==> src/rtl/ex_muldiv_if.sv <==
// EX-stage multiply/divide handshake: op request from EX, stall/done and architectural HI/LO back.
interface ex_muldiv_if #(parameter int WIDTH = 32);
  logic             start_i;
  logic [2:0]       op_i;
  logic [WIDTH-1:0] opdata1_i;
  logic [WIDTH-1:0] opdata2_i;
  logic             annul_i;
  logic             stall_from_muldiv;
  logic             done_o;
  logic [WIDTH-1:0] hi_o;
  logic [WIDTH-1:0] lo_o;

  modport master (
    output start_i, op_i, opdata1_i, opdata2_i, annul_i,
    input  stall_from_muldiv, done_o, hi_o, lo_o
  );
  modport slave (
    input  start_i, op_i, opdata1_i, opdata2_i, annul_i,
    output stall_from_muldiv, done_o, hi_o, lo_o
  );
endinterface

==> src/rtl/ex_muldiv.sv <==
// Multi-cycle MULT/MULTU/DIV/DIVU unit with HI/LO registers; divide is restoring, one bit per cycle.
module ex_muldiv #(
  parameter int WIDTH   = 32,
  parameter int MUL_LAT = 2
) (
  input  logic       clk,
  input  logic       rst,
  ex_muldiv_if.slave bus
);
  localparam int CMAX = (WIDTH > MUL_LAT) ? WIDTH : MUL_LAT;
  localparam int CW   = (CMAX > 1) ? $clog2(CMAX) : 1;

  localparam logic [2:0] OP_MULT  = 3'b000;
  localparam logic [2:0] OP_MULTU = 3'b001;
  localparam logic [2:0] OP_DIV   = 3'b010;
  localparam logic [2:0] OP_DIVU  = 3'b011;
  localparam logic [2:0] OP_MTHI  = 3'b100;
  localparam logic [2:0] OP_MTLO  = 3'b101;

  typedef enum logic [1:0] {S_IDLE, S_MUL, S_DIV, S_FIN} state_e;

  state_e           state_q, state_d;
  logic [CW-1:0]    cnt_q, cnt_d;
  logic             sgn_q, sgn_d;
  logic             isdiv_q, isdiv_d;
  logic [WIDTH-1:0] a_q, a_d, b_q, b_d;
  logic [WIDTH-1:0] dvs_q, dvs_d, rem_q, rem_d, quo_q, quo_d;
  logic [WIDTH-1:0] hi_q, hi_d, lo_q, lo_d;

  logic             is_mul, is_div, op_sgn;
  logic [WIDTH-1:0] a_abs, b_abs, q_fix, r_fix;
  logic [WIDTH:0]   shifted, diff;
  logic [2*WIDTH-1:0] ext_a, ext_b, prod;

  assign is_mul = bus.op_i == OP_MULT || bus.op_i == OP_MULTU;
  assign is_div = bus.op_i == OP_DIV  || bus.op_i == OP_DIVU;
  assign op_sgn = ~bus.op_i[0];
  assign a_abs  = (op_sgn && bus.opdata1_i[WIDTH-1]) ? -bus.opdata1_i : bus.opdata1_i;
  assign b_abs  = (op_sgn && bus.opdata2_i[WIDTH-1]) ? -bus.opdata2_i : bus.opdata2_i;

  // Restoring step: shift next dividend bit into the partial remainder, subtract if it fits.
  assign shifted = {rem_q, quo_q[WIDTH-1]};
  assign diff    = shifted - {1'b0, dvs_q};

  // Sign-extend to 2W so one multiplier serves both signed and unsigned products.
  assign ext_a = {{WIDTH{sgn_q & a_q[WIDTH-1]}}, a_q};
  assign ext_b = {{WIDTH{sgn_q & b_q[WIDTH-1]}}, b_q};
  assign prod  = ext_a * ext_b;

  // MIN / -1 falls out naturally: |MIN| / 1 = MIN, and negating MIN is MIN.
  assign q_fix = (sgn_q && (a_q[WIDTH-1] ^ b_q[WIDTH-1])) ? -quo_q : quo_q;
  assign r_fix = (sgn_q && a_q[WIDTH-1]) ? -rem_q : rem_q;

  assign bus.stall_from_muldiv = rst && !bus.annul_i &&
    ((state_q == S_IDLE && bus.start_i && (is_mul || is_div)) ||
     state_q == S_MUL || state_q == S_DIV);
  assign bus.done_o = rst && state_q == S_FIN;
  assign bus.hi_o   = hi_q;
  assign bus.lo_o   = lo_q;

  always_comb begin
    state_d = state_q;
    cnt_d   = cnt_q;
    sgn_d   = sgn_q;
    isdiv_d = isdiv_q;
    a_d     = a_q;
    b_d     = b_q;
    dvs_d   = dvs_q;
    rem_d   = rem_q;
    quo_d   = quo_q;
    hi_d    = hi_q;
    lo_d    = lo_q;
    case (state_q)
      S_IDLE: if (bus.start_i && !bus.annul_i) begin
        if (is_mul || is_div) begin
          sgn_d   = op_sgn;
          isdiv_d = is_div;
          a_d     = bus.opdata1_i;
          b_d     = bus.opdata2_i;
          dvs_d   = b_abs;
          quo_d   = a_abs;
          rem_d   = '0;
          state_d = is_mul ? S_MUL : S_DIV;
          cnt_d   = is_mul ? CW'(MUL_LAT - 1) : CW'(WIDTH - 1);
        end else if (bus.op_i == OP_MTHI) begin
          hi_d = bus.opdata1_i;
        end else if (bus.op_i == OP_MTLO) begin
          lo_d = bus.opdata1_i;
        end
      end
      S_MUL: begin
        if (bus.annul_i)      state_d = S_IDLE;
        else if (cnt_q == '0) state_d = S_FIN;
        else                  cnt_d   = cnt_q - 1'b1;
      end
      S_DIV: begin
        if (bus.annul_i) begin
          state_d = S_IDLE;
        end else begin
          if (!diff[WIDTH]) begin
            rem_d = diff[WIDTH-1:0];
            quo_d = {quo_q[WIDTH-2:0], 1'b1};
          end else begin
            rem_d = shifted[WIDTH-1:0];
            quo_d = {quo_q[WIDTH-2:0], 1'b0};
          end
          if (cnt_q == '0) state_d = S_FIN;
          else             cnt_d   = cnt_q - 1'b1;
        end
      end
      S_FIN: begin
        // Committed op: annul_i cannot stop this write.
        state_d = S_IDLE;
        if (!isdiv_q) begin
          {hi_d, lo_d} = prod;
        end else if (b_q == '0) begin
          lo_d = '1;
          hi_d = a_q;
        end else begin
          lo_d = q_fix;
          hi_d = r_fix;
        end
      end
      default: state_d = S_IDLE;
    endcase
  end

  always_ff @(posedge clk) begin
    if (!rst) begin
      state_q <= S_IDLE;
      cnt_q   <= '0;
      sgn_q   <= 1'b0;
      isdiv_q <= 1'b0;
      a_q     <= '0;
      b_q     <= '0;
      dvs_q   <= '0;
      rem_q   <= '0;
      quo_q   <= '0;
      hi_q    <= '0;
      lo_q    <= '0;
    end else begin
      state_q <= state_d;
      cnt_q   <= cnt_d;
      sgn_q   <= sgn_d;
      isdiv_q <= isdiv_d;
      a_q     <= a_d;
      b_q     <= b_d;
      dvs_q   <= dvs_d;
      rem_q   <= rem_d;
      quo_q   <= quo_d;
      hi_q    <= hi_d;
      lo_q    <= lo_d;
    end
  end
endmodule
==> src/flat_wrapper.sv <==
// flat-port wrapper written by rule: the top's interface ports become plain ports
module ex_muldiv_flat 
#(
  parameter int WIDTH   = 32,
  parameter int MUL_LAT = 2
)
  (clk, rst, bus_start_i, bus_op_i, bus_opdata1_i, bus_opdata2_i, bus_annul_i, bus_stall_from_muldiv, bus_done_o, bus_hi_o, bus_lo_o);
  ex_muldiv_if #(.WIDTH(WIDTH)) bus_i ();
  input  logic clk;
  input  logic rst;
  input wire logic [$bits(bus_i.start_i)-1:0] bus_start_i;
  input wire logic [$bits(bus_i.op_i)-1:0] bus_op_i;
  input wire logic [$bits(bus_i.opdata1_i)-1:0] bus_opdata1_i;
  input wire logic [$bits(bus_i.opdata2_i)-1:0] bus_opdata2_i;
  input wire logic [$bits(bus_i.annul_i)-1:0] bus_annul_i;
  output wire logic [$bits(bus_i.stall_from_muldiv)-1:0] bus_stall_from_muldiv;
  output wire logic [$bits(bus_i.done_o)-1:0] bus_done_o;
  output wire logic [$bits(bus_i.hi_o)-1:0] bus_hi_o;
  output wire logic [$bits(bus_i.lo_o)-1:0] bus_lo_o;
  assign bus_i.start_i = bus_start_i;
  assign bus_i.op_i = bus_op_i;
  assign bus_i.opdata1_i = bus_opdata1_i;
  assign bus_i.opdata2_i = bus_opdata2_i;
  assign bus_i.annul_i = bus_annul_i;
  assign bus_stall_from_muldiv = bus_i.stall_from_muldiv;
  assign bus_done_o = bus_i.done_o;
  assign bus_hi_o = bus_i.hi_o;
  assign bus_lo_o = bus_i.lo_o;
  ex_muldiv #(.WIDTH(WIDTH), .MUL_LAT(MUL_LAT)) u_core (.clk(clk), .rst(rst), .bus(bus_i));
endmodule
==> config.mk <==
export PLATFORM = sky130hd
export DESIGN_NAME = ex_muldiv_flat
export DESIGN_NICKNAME = d
export VERILOG_FILES = /design/src/rtl/ex_muldiv_if.sv /design/src/rtl/ex_muldiv.sv /design/src/flat_wrapper.sv
export SDC_FILE = /design/constraint.sdc
export NUM_CORES = 2
export LEC_CHECK = 0
export BUFFER_PORTS_ARGS = -buffer_cell sky130_fd_sc_hd__buf_2
export CAP_MARGIN = 30
export CORE_MARGIN = 5
export CORE_UTILIZATION = 38
export DETAILED_ROUTE_END_ITERATION = 8
export PLACE_DENSITY_LB_ADDON = 0.1
export SETUP_SLACK_MARGIN = 0.2
export SKIP_CTS_REPAIR_TIMING = 1
export SKIP_LAST_GASP = 1
export SYNTH_ARGS = -nofsm -noshare
export SYNTH_HDL_FRONTEND = slang
export SYNTH_SLANG_ARGS = --single-unit
==> constraint.sdc <==
create_clock -name clk -period 11 [get_ports clk]
set_input_delay 2.2 -clock clk [delete_from_list [all_inputs] [get_ports clk]]
set_output_delay 2.2 -clock clk [all_outputs]
set_load 0.005 [all_outputs]
**Word level (Yosys, flattened, before mapping)**

Cells that the tools add are included.

- Add/sub/neg operators: 6
- Shift-type cells: 0
- Div/mod/pow operators: 0
- Magnitude comparators: 0
- Equality and inequality tests: 18
- Mux-type cells: 39
- Multiply operators: 1
- Reduce and logical (&&, ||, !) cells: 30
- Bitwise gates (word level): 4

Operators by type and width:

| operator | number |
|---|---|
| 32-bit 2-to-1 mux | 22 |
| 32-bit case mux with 2 select lines | 4 |
| 32-bit negator | 4 |
| 33-bit by 33-bit multiplier with 64-bit output | 1 |
| 33-bit by 32-bit subtractor with 33-bit output | 1 |
| 32-bit zero test | 1 |
| 5-bit 2-to-1 mux | 5 |
| 2-bit != test, second input constant | 9 |
| 1-bit logical AND | 10 |
| 2-bit 2-to-1 mux | 5 |
| 5-bit case mux with 2 select lines | 1 |
| 5-bit AND reduction | 2 |
| 4-bit AND reduction | 2 |
| 3-bit by 2-bit equality test with 1-bit output, second input constant | 2 |
| 3-bit equality test, second input constant | 2 |
| 2-bit case mux with 3 select lines | 1 |
| 3-bit AND reduction | 2 |
| 2-bit nonzero test | 3 |
| 5-bit zero test | 1 |
| 1-bit logical OR | 5 |
| 5-bit by 1-bit subtractor with 5-bit output, second input constant | 1 |
| 2-bit equality test, second input constant | 2 |
| 3-bit by 1-bit equality test with 1-bit output, second input constant | 1 |
| 3-bit zero test | 1 |
| other kinds (9) | 10 |

- Bits in registers: 233
- Word-level logic and storage cells: 109
- Output and inout port bits: 66
- Memory bits (writable): 0
- Latch bits: 0
- Input bits: 71
- Memories: 0
- Memory bits (read-only): 0

**Logic depth before layout (Yosys ltp)**

- Depth in word-level cells: 7
- Depth in mapped cells: 32
- Depth with buffers taken out: 28

**Least setup slack after synthesis**

Ideal clock, no wire load.

- Path type: reg-to-reg
- From: register u_core.a_q[31]
- To: register u_core.hi_q[26], in the netlist u_core.bus.hi_o[26]
- Required time: 10.886 ns
- Library setup time: 0.114 ns
- Path buffers: 3
- Setup slack: 2.660 ns
- Stages on the path, launching flop included: 31
- Arrival: 8.226 ns
- Period minus slack after synthesis: 8.340 ns
- Cell sequence: dfxtp_1 > clkbuf_1 > and2_1 > clkbuf_1 > clkbuf_1 > nand2_1 > inv_1 > fa_1 > inv_1 > fa_1 > inv_1 > fa_1 > fa_1 > inv_1 > fa_1 > inv_1 > fa_1 > inv_1 > fa_1 > fa_1 > inv_1 > ha_1 > a21oi_1 > inv_1 > a2111o_1 > a21oi_1 > nor3_1 > a2111oi_0 > xor2_1 > a221oi_1 > a21o_1

- Word-level cells in the longest chain between the ends: 5
- Elaborated cells between the ends (all ways): 7
- Classes of those cells: mul: 1; mux: 4; bitwise: 1; reduce/logical: 1

RTL lines:

| what | RTL line | RTL |
|---|---|---|
| from (decl) | ex_muldiv.sv:26 | `logic [WIDTH-1:0] a_q, a_d, b_q, b_d;` |
| from (signal assigned) | ex_muldiv.sv:134 | `a_q <= '0;` |
| from (signal assigned) | ex_muldiv.sv:146 | `a_q <= a_d;` |
| branches (longest 3 deep; another with 33-bit by 33-bit multiplier with 64-bit output) | -- |  |
| 32-bit 2-to-1 mux * | ex_muldiv.sv:114 | `if (!isdiv_q) begin` |
| 32-bit case mux with 2 select lines * | ex_muldiv.sv:73 | `case (state_q)` |
| to (signal assigned) | ex_muldiv.sv:151 | `hi_q <= hi_d;` |
| to (decl) | ex_muldiv.sv:28 | `logic [WIDTH-1:0] hi_q, hi_d, lo_q, lo_d;` |

Mark *: on every way between the ends.
A chain may end at the register's enable or synchronous reset.

**Worst setup path after layout**

- From: register u_core.b_q[4]
- To: register u_core.hi_q[22], in the netlist u_core.bus.hi_o[22]

- Word-level cells in the longest chain between the ends: 4
- Elaborated cells between the ends (all ways): 5
- Classes of those cells: mul: 1; mux: 3; reduce/logical: 1

RTL lines:

| what | RTL line | RTL |
|---|---|---|
| from (decl) | ex_muldiv.sv:26 |  |
| from (signal assigned) | ex_muldiv.sv:135 | `b_q <= '0;` |
| from (signal assigned) | ex_muldiv.sv:147 | `b_q <= b_d;` |
| branches (longest 2 deep; another with 33-bit by 33-bit multiplier with 64-bit output) | -- |  |
| 32-bit 2-to-1 mux * | ex_muldiv.sv:114 |  |
| 32-bit case mux with 2 select lines * | ex_muldiv.sv:73 |  |

Marked as above.

==> impl_metrics.csv <==
group,metric,value,unit
yosys,ys_types,81,
timing,tightestPinTransition,1.08,ns
detailed_routing,vias,41500,
detailed_routing,wl_per_cell,22.4,um
cts,htreeDepth,1,
finish,final.fill_count,14100,
detailed_routing,drc,0,
yosys,yosysTopAreaCellShare,42.9,%
setup_path,worst-setup-path-type,"reg -> reg",
cts,cts.path.max_buffers,3,
setup_path,critPathMaxStageDelay,0.89,ns
setup_path,arrival,10.00,ns
finish,nets,7554,
timing,rsz0062_at_grt,"no",
grt,grt_max_degree,95,
yosys,syn_area,0.0525,mm2
finish,layout-drive-gt1-share,5.76,%
detailed_routing,dr.pass1.iters,5,
setup_path,cp_common_cell,"fa_1",
detailed_routing,drtIter0Drc,2803,
cts,clkSinkCount,232,
yosys,postSynthAreaPerCell,8.43,um2
detailed_routing,wl,177,mm
detailed_routing,detail-route-antenna-nets,0,
floorplan,fp-row-count,136,
timing,max-slew-margin-rel,26.0,%
flow_run,drv_cap,0,
setup_path,worstPathMaxFanout,21,
yosys,synth_edf_count,0,
timing,setup_tns,0,ns
cts,cts_buffers,30,
grt,grt_pass1_vias,44000,
placed_design,gp_congestion,0.896,
finish,area_growth,6.64,%
setup_path,end_kind,"flop",
floorplan,ios,137,
pwr,power,3.78,mW
yosys,yosysTopAreaCell,"fa_1",
setup_path,cp_top_family,"adder cells",
detailed_routing,routed_via_density,5.24,
floorplan,core_region_area,0.137,mm2
timing,fin_crit_sh,86.5,%
cts,cts_tree,"built",
setup_path,cp-start-kind,"flop",
yosys,synthFlopType,"dfxtp_1",
timing,skew,0.0236,ns
setup_path,cp_num_buf_inv,5,
grt,antenna_found_initial,10,
floorplan,die_y,382,um
yosys,async_flop_share,0,%
floorplan,die_width,382,um
worst_hold_path,min_path_type,"reg -> reg",
yosys,ys_seq_area_share,8.85,%
run_status,status,"complete, no violations",
placed_design,io_buffers,136,
timing,period_needed,9.52,ns
timing,finalSetupViolCount,0,
pwr,peakVddDrop,0.108,mV
yosys,synth_warnings,0,
pwr,power_density,67.6,mW/mm2
pwr,power_leakage,26.0,nW
placed_design,place_hpwl,146,mm
timing,max_freq,105,MHz
floorplan,die-area,0.146,mm2
timing,finalWorstSetupSlack,1.48,ns
grt,grt_util_all_layers,24.5,%
yosys,synth_cells,6229,
finish,multiInputGateArea,0.0419,mm2
finish,final_common_cell,"inv_1",
placed_design,place_ws,1.71,ns
setup_path,crit_slowest_cell,"dfxtp_1",
setup_path,cp.required,11.48,ns
yosys,synth_fp_nets,7681,
yosys,synth_seq_cells,232,
yosys,synthTopCellsByArea,"fa_1 (43%), dfxtp_1 (8.8%), inv_1 (8.5%), nand2_1 (7.7%), ha_1 (6.1%)",
floorplan,start_util,38.2,%
cts,clk_pin_slew_worst_paths,0.08,ns
cts,clock_latency,0.61,ns
grt,grt_pass1_wl,275,mm
timing,finalHoldViolations,0,
timing,report.final.slew_viol_count,0,
finish,layout_common_cells,"inv_1 (1,186), fa_1 (1,126), nand2_1 (1,079), and2_1 (367), a21oi_1 (291)",
finish,seq_area,0.00466,mm2
timing,worst_hold_slack,0.451,ns
cts,cts_root_buf,"clkbuf_16",
grt,overflow,0,
-- worst register-to-register path: stages, from the launching register on --
cell       delay (ns)
dfxtp_1          0.89
buf_4            0.36
and3_1           0.26
fa_1             0.48
fa_1             0.51
fa_1             0.69
inv_1            0.33
fa_1             0.57
inv_1            0.05
fa_1             0.48
fa_1             0.54
fa_1             0.50
inv_1            0.05
fa_1             0.47
inv_1            0.04
ha_1             0.43
a21o_1           0.22
a21o_1           0.16
a21oi_1          0.26
o21bai_1         0.18
a2111oi_0        0.71
o221ai_1         0.44
nand2_1          0.15
mux2_2           0.34
a21oi_1          0.18
o21ai_0          0.11
-- cell type report --
| type | count | share of cell area, % |
|---|---|---|
| Tap cell | 1794 | 4.01 |
| Antenna cell | 6 | 0.0268 |
| Timing Repair Buffer | 254 | 3.04 |
| Inverter | 1187 | 7.97 |
| Clock inverter | 11 | 0.275 |
| Clock buffer | 43 | 1.55 |
| Multi-Input combinational cell | 4397 | 74.8 |
| Sequential cell | 232 | 8.32 |
-- per-stage QoR --
stage	cells	cell area, um2	util (%)
2_1_floorplan	6229	52500	-
3_3_place_gp	7856	54800	39.9
3_5_place_dp	7862	54900	40.0
4_1_cts	7916	55900	40.7
5_1_grt	7918	56000	40.8
6_report	7924	56000	40.8
-- power breakdown --
part           leakage [nW]  internal (mW)  switching [mW]
combinational          23.6          0.544            1.14
clock                 0.497          0.618           0.438
sequential             1.88          0.919           0.130
total                  26.0           2.08            1.70
-- synthesized netlist by cell type, types with 37 or more instances --
master / number
o21ai_0: 193
xnor2_1: 155
a21o_1: 49
dfxtp_1: 232
nand3_1: 40
o211ai_1: 37
nor3_1: 52
a21oi_1: 294
nand2_1: 1079
xor2_1: 56
nor2_1: 234
fa_1: 1126
clkbuf_1: 398
inv_1: 1186
ha_1: 255
and2_1: 367
a31oi_1: 37
a211oi_1: 59
-- worst paths after layout --
check / slack (ns) / cells after the start / from / endpoint
worst min-delay path: 0.45 / 2 / u_core.bus.lo_o[19] / u_core.bus.lo_o[19]
worst max-delay path: 1.48 / 25 / u_core.b_q[4] / u_core.bus.hi_o[22]
worst min register to register: 0.45 / 2 / u_core.bus.lo_o[19] / u_core.bus.lo_o[19]
worst max register to register: 1.48 / 25 / u_core.b_q[4] / u_core.bus.hi_o[22]
-- registers in the layout, indices dropped and copies added (netlist names) --
| signal | count |
|---|---|
| u_core.a_q | 32 |
| u_core.b_q | 31 |
| u_core.bus.hi_o | 32 |
| u_core.sgn_q | 1 |
| u_core.bus.lo_o | 32 |
| u_core.dvs_q | 32 |
| u_core.state_q | 2 |
| u_core.quo_q | 32 |
| u_core.cnt_q | 5 |
| u_core.isdiv_q | 1 |
| u_core.rem_q | 32 |
-- per-layer routing --
metal  vias to the layer above  share of wire, %  global-route usage, %
li1                      18700                 -                      -
met5                         -             0.011                      0
met1                     21500                43                   33.2
met3                       227               4.6                   2.08
met4                         4               3.5                   6.65
met2                      1033                49                   42.2
-- cells by family (layout without fill, tap and decap cells) --
kind of cell    count (synthesis)  in the layout  share of synthesized area (%)
simple gates                 1943           1943                           16.8
buf+inv                      1600           1495                           11.5
fa+ha+maj                    1381           1381                           49.0
compound gates                838            838                           9.86
flops                         232            232                           8.85
xor+xnor                      212            212                           3.55
mux                            23             23                          0.441
other cells                     0              6                              0
(Power assumes the default switching activity.)
